<file path="config.mk">
export PLATFORM = sky130hd
export DESIGN_NAME = spi_txn_arbiter
export DESIGN_NICKNAME = d
export VERILOG_FILES = /design/src/rtl/spi_txn_arbiter.sv
export SDC_FILE = /design/constraint.sdc
export NUM_CORES = 1
export LEC_CHECK = 0
export CAP_MARGIN = 20
export CORE_AREA = 3 3 123 125
export CTS_CLUSTER_SIZE = 28
export DETAILED_ROUTE_END_ITERATION = 10
export DIE_AREA = 0 0 126 128
export GPL_ROUTABILITY_DRIVEN = 1
export GPL_TIMING_DRIVEN = 0
export PLACE_DENSITY = 0.75
export SLEW_MARGIN = 20
export SYNTH_ARGS = -nofsm -noshare
export SYNTH_HDL_FRONTEND = slang
export SYNTH_SLANG_ARGS = --single-unit
</file>
<file path="constraint.sdc">
create_clock -name CLK -period 2.01 [get_ports CLK]
set_input_delay 0.603 -clock CLK [delete_from_list [all_inputs] [get_ports CLK]]
set_output_delay 0.603 -clock CLK [all_outputs]
set_load 0.02 [all_outputs]
</file>
<file path="src/rtl/spi_txn_arbiter.sv">
// spi_txn_arbiter: round-robin sharing of one SPI controller
// among NREQ requesters, with per-transaction timeout abort.
module spi_txn_arbiter #(
  parameter int DATA    = 32,
  parameter int ADDR    = 3,
  parameter int NREQ    = 4,
  parameter int TIMEOUT = 1024
) (
  input  logic                 CLK,
  input  logic                 PRESETn,
  input  logic [NREQ-1:0]      req,
  input  logic [NREQ-1:0]      req_wr,
  input  logic [NREQ*ADDR-1:0] req_addr,
  input  logic [NREQ*DATA-1:0] req_wdata,
  output logic [NREQ-1:0]      gnt,
  output logic [NREQ-1:0]      done,
  output logic                 err,
  output logic [DATA-1:0]      rdata,
  output logic                 busy,
  output logic                 spi_spe,
  output logic                 spi_mstr,
  output logic                 spi_ctrl,
  output logic [ADDR-1:0]      spi_addr,
  output logic [DATA-1:0]      spi_wdata,
  input  logic                 spi_sptef,
  input  logic                 spi_txc,
  input  logic [DATA-1:0]      spi_rdata
);

  localparam int PW = $clog2(NREQ);
  localparam int CW = $clog2(TIMEOUT);

  localparam logic [1:0] S_IDLE  = 2'd0;
  localparam logic [1:0] S_SETUP = 2'd1;
  localparam logic [1:0] S_XFER  = 2'd2;
  localparam logic [1:0] S_DONE  = 2'd3;

  logic [1:0]      st_q, st_d;
  logic [PW-1:0]   ptr_q, ptr_d;
  logic [PW-1:0]   gidx_q, gidx_d;
  logic [NREQ-1:0] gnt_q, gnt_d;
  logic            wr_q, wr_d;
  logic [ADDR-1:0] addr_q, addr_d;
  logic [DATA-1:0] wdata_q, wdata_d;
  logic [DATA-1:0] rdata_q, rdata_d;
  logic [CW-1:0]   cnt_q, cnt_d;
  logic            err_q, err_d;

  logic            found;
  logic [PW-1:0]   sel;
  logic [PW:0]     cand;
  logic [ADDR-1:0] addr_sel;
  logic [DATA-1:0] wdata_sel;
  logic            tmo;
  logic            act;

  // First pending requester after the last one served, with wrap.
  always_comb begin
    found = 1'b0;
    sel   = '0;
    cand  = '0;
    for (int i = 1; i <= NREQ; i++) begin
      cand = {1'b0, ptr_q} + (PW+1)'(i);
      if (cand >= (PW+1)'(NREQ))
        cand = cand - (PW+1)'(NREQ);
      if (!found && req[cand[PW-1:0]]) begin
        found = 1'b1;
        sel   = cand[PW-1:0];
      end
    end
  end

  always_comb begin
    addr_sel  = '0;
    wdata_sel = '0;
    for (int k = 0; k < NREQ; k++) begin
      if (sel == PW'(k)) begin
        addr_sel  = req_addr[k*ADDR +: ADDR];
        wdata_sel = req_wdata[k*DATA +: DATA];
      end
    end
  end

  assign tmo = (cnt_q == CW'(TIMEOUT-1));

  always_comb begin
    st_d    = st_q;
    ptr_d   = ptr_q;
    gidx_d  = gidx_q;
    gnt_d   = gnt_q;
    wr_d    = wr_q;
    addr_d  = addr_q;
    wdata_d = wdata_q;
    rdata_d = rdata_q;
    cnt_d   = cnt_q;
    err_d   = err_q;
    unique case (st_q)
      S_IDLE: begin
        err_d = 1'b0;
        if (found) begin
          wr_d    = req_wr[sel];
          addr_d  = addr_sel;
          wdata_d = wdata_sel;
          gidx_d  = sel;
          gnt_d   = NREQ'(1) << sel;
          cnt_d   = '0;
          st_d    = S_SETUP;
        end
      end
      S_SETUP: begin
        cnt_d = cnt_q + 1'b1;
        if (!wr_q || spi_sptef) begin
          st_d = S_XFER;
        end else if (tmo) begin
          st_d  = S_DONE;
          err_d = 1'b1;
        end
      end
      S_XFER: begin
        cnt_d = cnt_q + 1'b1;
        // A completing transfer beats a simultaneous expiry.
        if (spi_txc) begin
          if (!wr_q)
            rdata_d = spi_rdata;
          st_d = S_DONE;
        end else if (tmo) begin
          st_d  = S_DONE;
          err_d = 1'b1;
        end
      end
      S_DONE: begin
        ptr_d = gidx_q;
        gnt_d = '0;
        st_d  = S_IDLE;
      end
      default: st_d = S_IDLE;
    endcase
  end

  always_ff @(posedge CLK or negedge PRESETn) begin
    if (!PRESETn) begin
      st_q    <= S_IDLE;
      ptr_q   <= PW'(NREQ-1);
      gidx_q  <= '0;
      gnt_q   <= '0;
      wr_q    <= 1'b0;
      addr_q  <= '0;
      wdata_q <= '0;
      rdata_q <= '0;
      cnt_q   <= '0;
      err_q   <= 1'b0;
    end else begin
      st_q    <= st_d;
      ptr_q   <= ptr_d;
      gidx_q  <= gidx_d;
      gnt_q   <= gnt_d;
      wr_q    <= wr_d;
      addr_q  <= addr_d;
      wdata_q <= wdata_d;
      rdata_q <= rdata_d;
      cnt_q   <= cnt_d;
      err_q   <= err_d;
    end
  end

  assign act       = (st_q == S_SETUP) || (st_q == S_XFER);
  assign busy      = (st_q != S_IDLE);
  assign gnt       = gnt_q;
  assign done      = (st_q == S_DONE) ? gnt_q : '0;
  assign err       = (st_q == S_DONE) && err_q;
  assign rdata     = rdata_q;
  assign spi_spe   = act;
  assign spi_mstr  = act && wr_q;
  assign spi_ctrl  = act && wr_q;
  assign spi_addr  = act ? addr_q : '0;
  assign spi_wdata = act ? wdata_q : '0;

endmodule
</file>
==> results of run 1 <==
==> timing repair <==
| item | CTS | global route |
|---|---|---|
| setup buffers | 13 | 6 |
| pin swaps | 4 | 5 |
| cloned | 1 | 1 |
| setup endpoints to repair | 127 | 110 |
| gates resized for setup | 270 | 38 |
==> metal layers <==
metal | share of wire [%] | routed length, um
met1 | 38 | 6900
met2 | 50 | 8900
met3 | 8.8 | 1580
met4 | 3.0 | 546
met5 | 0 | 0
==> worst max-delay path: stages (launching register included) <==
cell       delay [ns]
dfrtp_2          0.42
inv_2            0.09
ha_4             0.21
clkbuf_16        0.15
clkbuf_16        0.15
and2_4           0.15
buf_6            0.11
buf_6            0.12
==> stage by stage <==
| stage | cells | hold WS, ns | setup WS (ns) | instance area, um2 | TNS (ns) |
|---|---|---|---|---|---|
| finish | 918 | 0.214 | -0.334 | 8460 | -9.42 |
| global route | 918 | 0.238 | -0.371 | 8460 | -10.96 |
| CTS | 911 | 0.229 | -0.363 | 8310 | -10.37 |
| detailed placement | 883 | 0.465 | -0.862 | 7810 | -73.94 |
| global placement | 882 | 0.458 | -2.94 | 7780 | -327.28 |
| floorplan | 439 | 0.307 | 0.00332 | 4930 | 0 |
==> kinds of logic after synthesis <==
group,Yosys count
AOI/OAI and AO/OA,67
and+or+nand+nor,130
buffers and inverters,33
muxes,108
adders and majority gates,7
DFF,89
xor gates and xnor gates,5
==> layout by cell type (no fill, tap or decap), types with 4 or more instances in the layout <==
cell type          n
a21oi_1            5
and2_1            35
and2_4             6
buf_12             4
buf_2             13
buf_4             40
buf_6             22
clkbuf_16         12
clkbuf_2           7
clkbuf_8           5
clkdlybuf4s50_1  214
dfrtp_1           85
ha_1               5
mux2_2            35
mux2i_1           63
mux2i_2            5
mux2i_4            5
nand2_1           55
nand3_1            5
nor2_1            12
o21ai_1            5
o221ai_1          36
==> Yosys cell counts, drive strengths merged, types with 2 or more instances <==
cell type / n / area share, %
ha: 7 / 1.8
nor2: 14 / 1.4
and2: 41 / 5.2
mux2i: 73 / 15
nand2: 56 / 4.3
mux2: 35 / 8.0
xnor2: 2 / 0.36
nand2b: 2 / 0.26
a2bb2oi: 2 / 0.36
dfrtp: 87 / 44
or3: 2 / 0.26
a32oi: 2 / 0.36
nand3: 5 / 0.51
buf: 18 / 2.6
xor2: 3 / 0.54
and4: 2 / 0.36
a21oi: 6 / 0.69
a22o: 2 / 0.36
o21ai: 8 / 0.82
inv: 4 / 0.31
clkbuf: 11 / 0.84
o221ai: 37 / 7.0
dfstp: 2 / 1.1
==> cell type report <==
class                           count  area (um2)  share of cell area [%]
Multi-Input combinational cell    317        2640                    31.1
Buffer                             28         313                    3.70
Clock inverter                      2        15.0                   0.177
Tap cell                          180         225                    2.66
Timing Repair Buffer              285        2770                    32.7
Clock buffer                       13         250                    2.96
Sequential cell                    89        2230                    26.4
Inverter                            4        20.0                   0.237
==> sequential cells by signal, summed over array words and instances, names as in the netlist <==
name	count
addr_q	3
cnt_q	10
err_q	1
gidx_q	2
gnt	4
ptr_q	2
rdata	32
st_q	2
wdata_q	32
wr_q	1
==> worst paths after layout <==
| path | startpoint | to | slack [ns] | cells past startpoint |
|---|---|---|---|---|
| min reg2reg | wdata_q[5] | wdata_q[5] | 0.48 | 2 |
| max reg2reg | ptr_q[1] | wdata_q[23] | 0.05 | 7 |
| min in group CLK | wdata_q[5] | wdata_q[5] | 0.48 | 2 |
| max in group asynchronous | PRESETn | ptr_q[0] | 1.11 | 2 |
| min | PRESETn | rdata[23] | 0.21 | 1 |
| max | st_q[1] | spi_mstr | -0.33 | 7 |
==> where the power goes <==
group	leakage, nW	switching [W]	internal, W
combinational	2.56	0.00386	0.00393
sequential	1.10	0.000474	0.00262
clock	0.122	0.000669	0.000866
==> run metrics, run 1 <==
via count 4780; Synth Register Bits 89; grt total ovfl 0; vias in the first global route 5212; Clock Skew 0.00692 ns; largest family of logic cells by synthesized area multiplexers; post-synthesis net count 630; status finished with violations; Final Worst Setup Slack -0.334 ns; Nets 925; total power draw 0.0124 W; multiplexer share of the synthesized area 23.0%; layout overhead on the synthesized area 72.7%; Pre-antenna DRT Iters 5; GPL Wtd Cong 0.853; num rows 43; crit path DAT 1.74 ns; maximum VDD drop 0.861 mV; width of the chip 126 um; RSZ-0062 raised after global routing true; full die area 16100 um2; failing checks negative setup slack; Tmin final 2.34 ns; share of post-route cells with drive strength above 1 24.4%; DR WL/cell 19.5 um; Critical Path RT 1.41 ns; Worst-path clk slew 0.06 ns; Root Driver clkbuf_16; Mapped Cells 439; Netlist cell types 49; grt met3 use 7.58%; M1 GR Usage 25.5%; CP Class reg -> out; synthesized cell area 4900 um2; Die H 128 um; CP max FO 8; I/O pin cnt 264; Core Area 14000 um2; fill count 1139; Slew Viols, Final 0; Worst Hold Class in -> async; Compound-Gate Fraction of Synth Area 11.4%; Initial Util 35.0%; Top FF cell, synth dfrtp_1; vias per cell 5.21; crit start category register; Post-CTS Hold Fix Bufs 0; post-layout util 60.5%; period utilisation layout 117%; Post-route DRC 0; n_diodes 0; clk sinks 89; Warnings, synthesis 0; Setup violations, final 39; Post-synth EDFFs 0; Post-synth ARST share 100%; xor and xnor area share after synthesis 0.894%; post-route ant nets 0; Setup crit end kind primary output; Leak 3.78 nW; Worst Max-Slew Pin Slew 0.497 ns; met2 GRT Util 36.8%; TritonCTS buffer count 9; DRT iter0 DRCs 173; post-synthesis sequential area ratio 45.5%; largest net degree at the start of global routing 57; Power per Cell Area 1470 nW/um2; antenna violations before repair 0; port bufs 263; CTS max path bufs 2; Fmax 427 MHz; hold violation count in the final report 0; Final HPWL DP 13700 um; worst relative slew slack 66.8%; first-pass GRT wire length 27700 um; DRT Wirelength 17900 um; TritonCTS clock tree yes; Total GRT Usage 21.9%; Adder-Cell Fraction of Synth Area 1.79%; H-tree depth 3; busiest grt layer met2; Post-Synth Simple-Gate Area 13.7%; Avg Inst Size Synth 11.2 um2; max cap viols 0; worst-skew pair later-pin latency 0.34 ns
(Power assumes the default switching activity.)
==> run 2: changes to the inputs <==
CORE_AREA = 2 2 122 124   (was 3 3 123 125)
DIE_AREA = 0 0 124 126   (was 0 0 126 128)
SLEW_MARGIN = not set   (was 20)
==> run metrics, run 2 (synthesis results as in run 1) <==
Worst Hold Class in -> async; Core Area 14300 um2 (+2.3%); maximum VDD drop 0.928 mV (+7.8%); hold violation count in the final report 0 (unchanged); Cell Chain, Critical Path inv_2, ha_4, clkbuf_16, clkbuf_16, and2_4, buf_6, buf_6; final instance area 8510 um2 (+0.58%); dpl cell area 7820 um2 (about the same); CP max FO 7 (-1); sequential share of power 24.8% (about the same); CP Class reg -> out; status finished with violations; vias per cell 5.04 (-3.2%); TritonCTS clock tree yes; Worst Path Buf+Inv 5 (unchanged); Fmax 429 MHz (+0.48%); Tmin final 2.33 ns (-0.0111 ns); layout overhead on the synthesized area 73.7%; largest net degree at the start of global routing 46 (-19%); Worst-path clk slew 0.07 ns (about the same); Initial Util 34.2% (-0.80 points); Leak 3.91 nW (+3.5%); via count 4682 (-2.1%); Psw 0.00493 W (-1.6%); period utilisation layout 116% (-0.55 points); DR WL/cell 18.4 um (-5.8%); first-pass GRT wire length 26100 um (-5.7%); Total GRT Usage 21.9% (+0.075 points); DRT Wirelength 17100 um (-4.7%); CTS max path bufs 2 (unchanged); Power per Cell Area 1460 nW/um2 (-0.53%); post-route ant nets 0 (unchanged); met2 GRT Util 38.8% (+1.9 points); worst relative slew slack 58.8% (-8.0 points); grt total ovfl 0 (unchanged); Logic pwr share 60.2% (-2.5 points); H-tree depth 3 (unchanged); TritonCTS buffer count 9 (unchanged); Critical Path RT 1.41 ns (about the same); worst slack, placed -0.825 ns (+0.0374 ns); failing checks negative setup slack; Nets 931 (+0.65%); Setup crit end kind primary output; full die area 15600 um2 (-3.1%); crit start category register; worst-skew pair later-pin latency 0.35 ns (about the same); delay-heaviest family, CP buffers and inverters; crit path DAT 1.73 ns (about the same); Worst Max-Slew Pin Slew 0.619 ns (+0.122 ns); Post-CTS Hold Fix Bufs 0 (unchanged); grt met3 use 7.61% (+0.025 points); Clock Skew 0.0113 ns (+0.00434 ns); max cap viols 0 (unchanged); busiest grt layer met2; Final HPWL DP 12800 um (-6.3%); Setup violations, final 38 (-2.6%); CP max-delay cell dfrtp_1; num rows 44 (+2.3%); Int Pwr 0.00750 W (+1.1%); RSZ-0062 raised after global routing true; Post-route DRC 0 (unchanged); share of post-route cells with drive strength above 1 23.8% (-0.63 points); vias in the first global route 5055 (-3.0%); n_diodes 0 (unchanged); port bufs 263 (unchanged); antenna violations before repair 0 (unchanged); I/O pin cnt 264 (unchanged); M1 GR Usage 24.4% (-1.1 points); most frequent cells in the layout clkdlybuf4s50_1 (211), dfrtp_1 (87), mux2i_1 (69); Clock power frac 15.0% (+2.6 points); Slew Viols, Final 0 (unchanged); Die H 126 um (-1.6%); clk sinks 89 (unchanged); Final Worst Setup Slack -0.323 ns (+0.0111 ns); GPL Wtd Cong 0.811 (-5.0%); DRT iter0 DRCs 168 (-2.9%); highest cell delay on the worst timing path 0.40 ns (-0.02 ns); switching part of the total 39.6% (-0.65 points); Pre-antenna DRT Iters 6 (+1); commonest non-fill, non-tap cell in the layout clkdlybuf4s50_1; width of the chip 124 um (-1.6%); Root Driver clkbuf_16
run 2: changes by cell type in the layout (fill, tap and decap cells not counted), moves of 3 or more:
cell,previous run,this run
dlymetal6s2s_1,0,3
buf_6,22,14
clkbuf_1,3,0
buf_4,40,55
and2_1,35,40
clkdlybuf4s50_1,214,211
mux2i_4,5,0
and2_4,6,1
mux2i_1,63,69
run 2: what timing repair did:
| item | in CTS | in global routing |
|---|---|---|
| buffers inserted | 20 | 7 |
| setup endpoints to repair | 126 | 114 |
| gates resized for setup | 240 | 51 |
| pin swaps | 6 | 6 |
| gates cloned | 0 | 2 |
run 2: worst paths after layout:
check / from / to / slack [ns] / cells past startpoint
worst max-delay path: st_q[1] / spi_mstr / -0.32 / 7
max in group asynchronous: PRESETn / ptr_q[0] / 1.05 / 2
min in group CLK: wdata_q[20] / wdata_q[20] / 0.48 / 2
worst max register to register: st_q[1] / rdata[17] / 0.04 / 8
worst min-delay path: PRESETn / wdata_q[14] / 0.26 / 1
worst min register to register: wdata_q[20] / wdata_q[20] / 0.48 / 2
run 2: area by class of cell:
cell class,instances,area (um2)
Tap cell,184,230
Clock inverter,5,77.6
Multi-Input combinational cell,317,2580
Buffer,26,300
Clock buffer,11,253
Timing Repair Buffer,293,2820
Inverter,4,17.5
Sequential cell,89,2230
Fill cell,1207,5810
run 2: power groups by stage:
stage          registers [W]  clock network [W]  logic (W)
4_1_cts              0.00308            0.00190    0.00723
5_1_grt              0.00317            0.00197    0.00801
2_1_floorplan        0.00343                  0    0.00357
3_5_place_dp         0.00311                  0    0.00689
6_report             0.00308            0.00187    0.00748
3_3_place_gp         0.00307                  0    0.00673
run 2: routing by layer:
metal	vias up	routed length, um
met3	25	1570
met2	193	8710
li1	2207	-
met1	2257	6490
met5	-	0
met4	0	333
run 2: per-stage QoR:
step                instances  total power (W)  hold slack [ns]  TNS (ns)  utilization [%]
detailed placement        887           0.0100            0.470    -72.21             54.6
floorplan                 439          0.00699            0.307         0                -
CTS                       921           0.0122            0.277     -9.01             57.9
global route              929           0.0132            0.296    -10.74             59.4
global placement          886          0.00980            0.457   -328.48             54.4
finish                    929           0.0124            0.255     -9.36             59.4
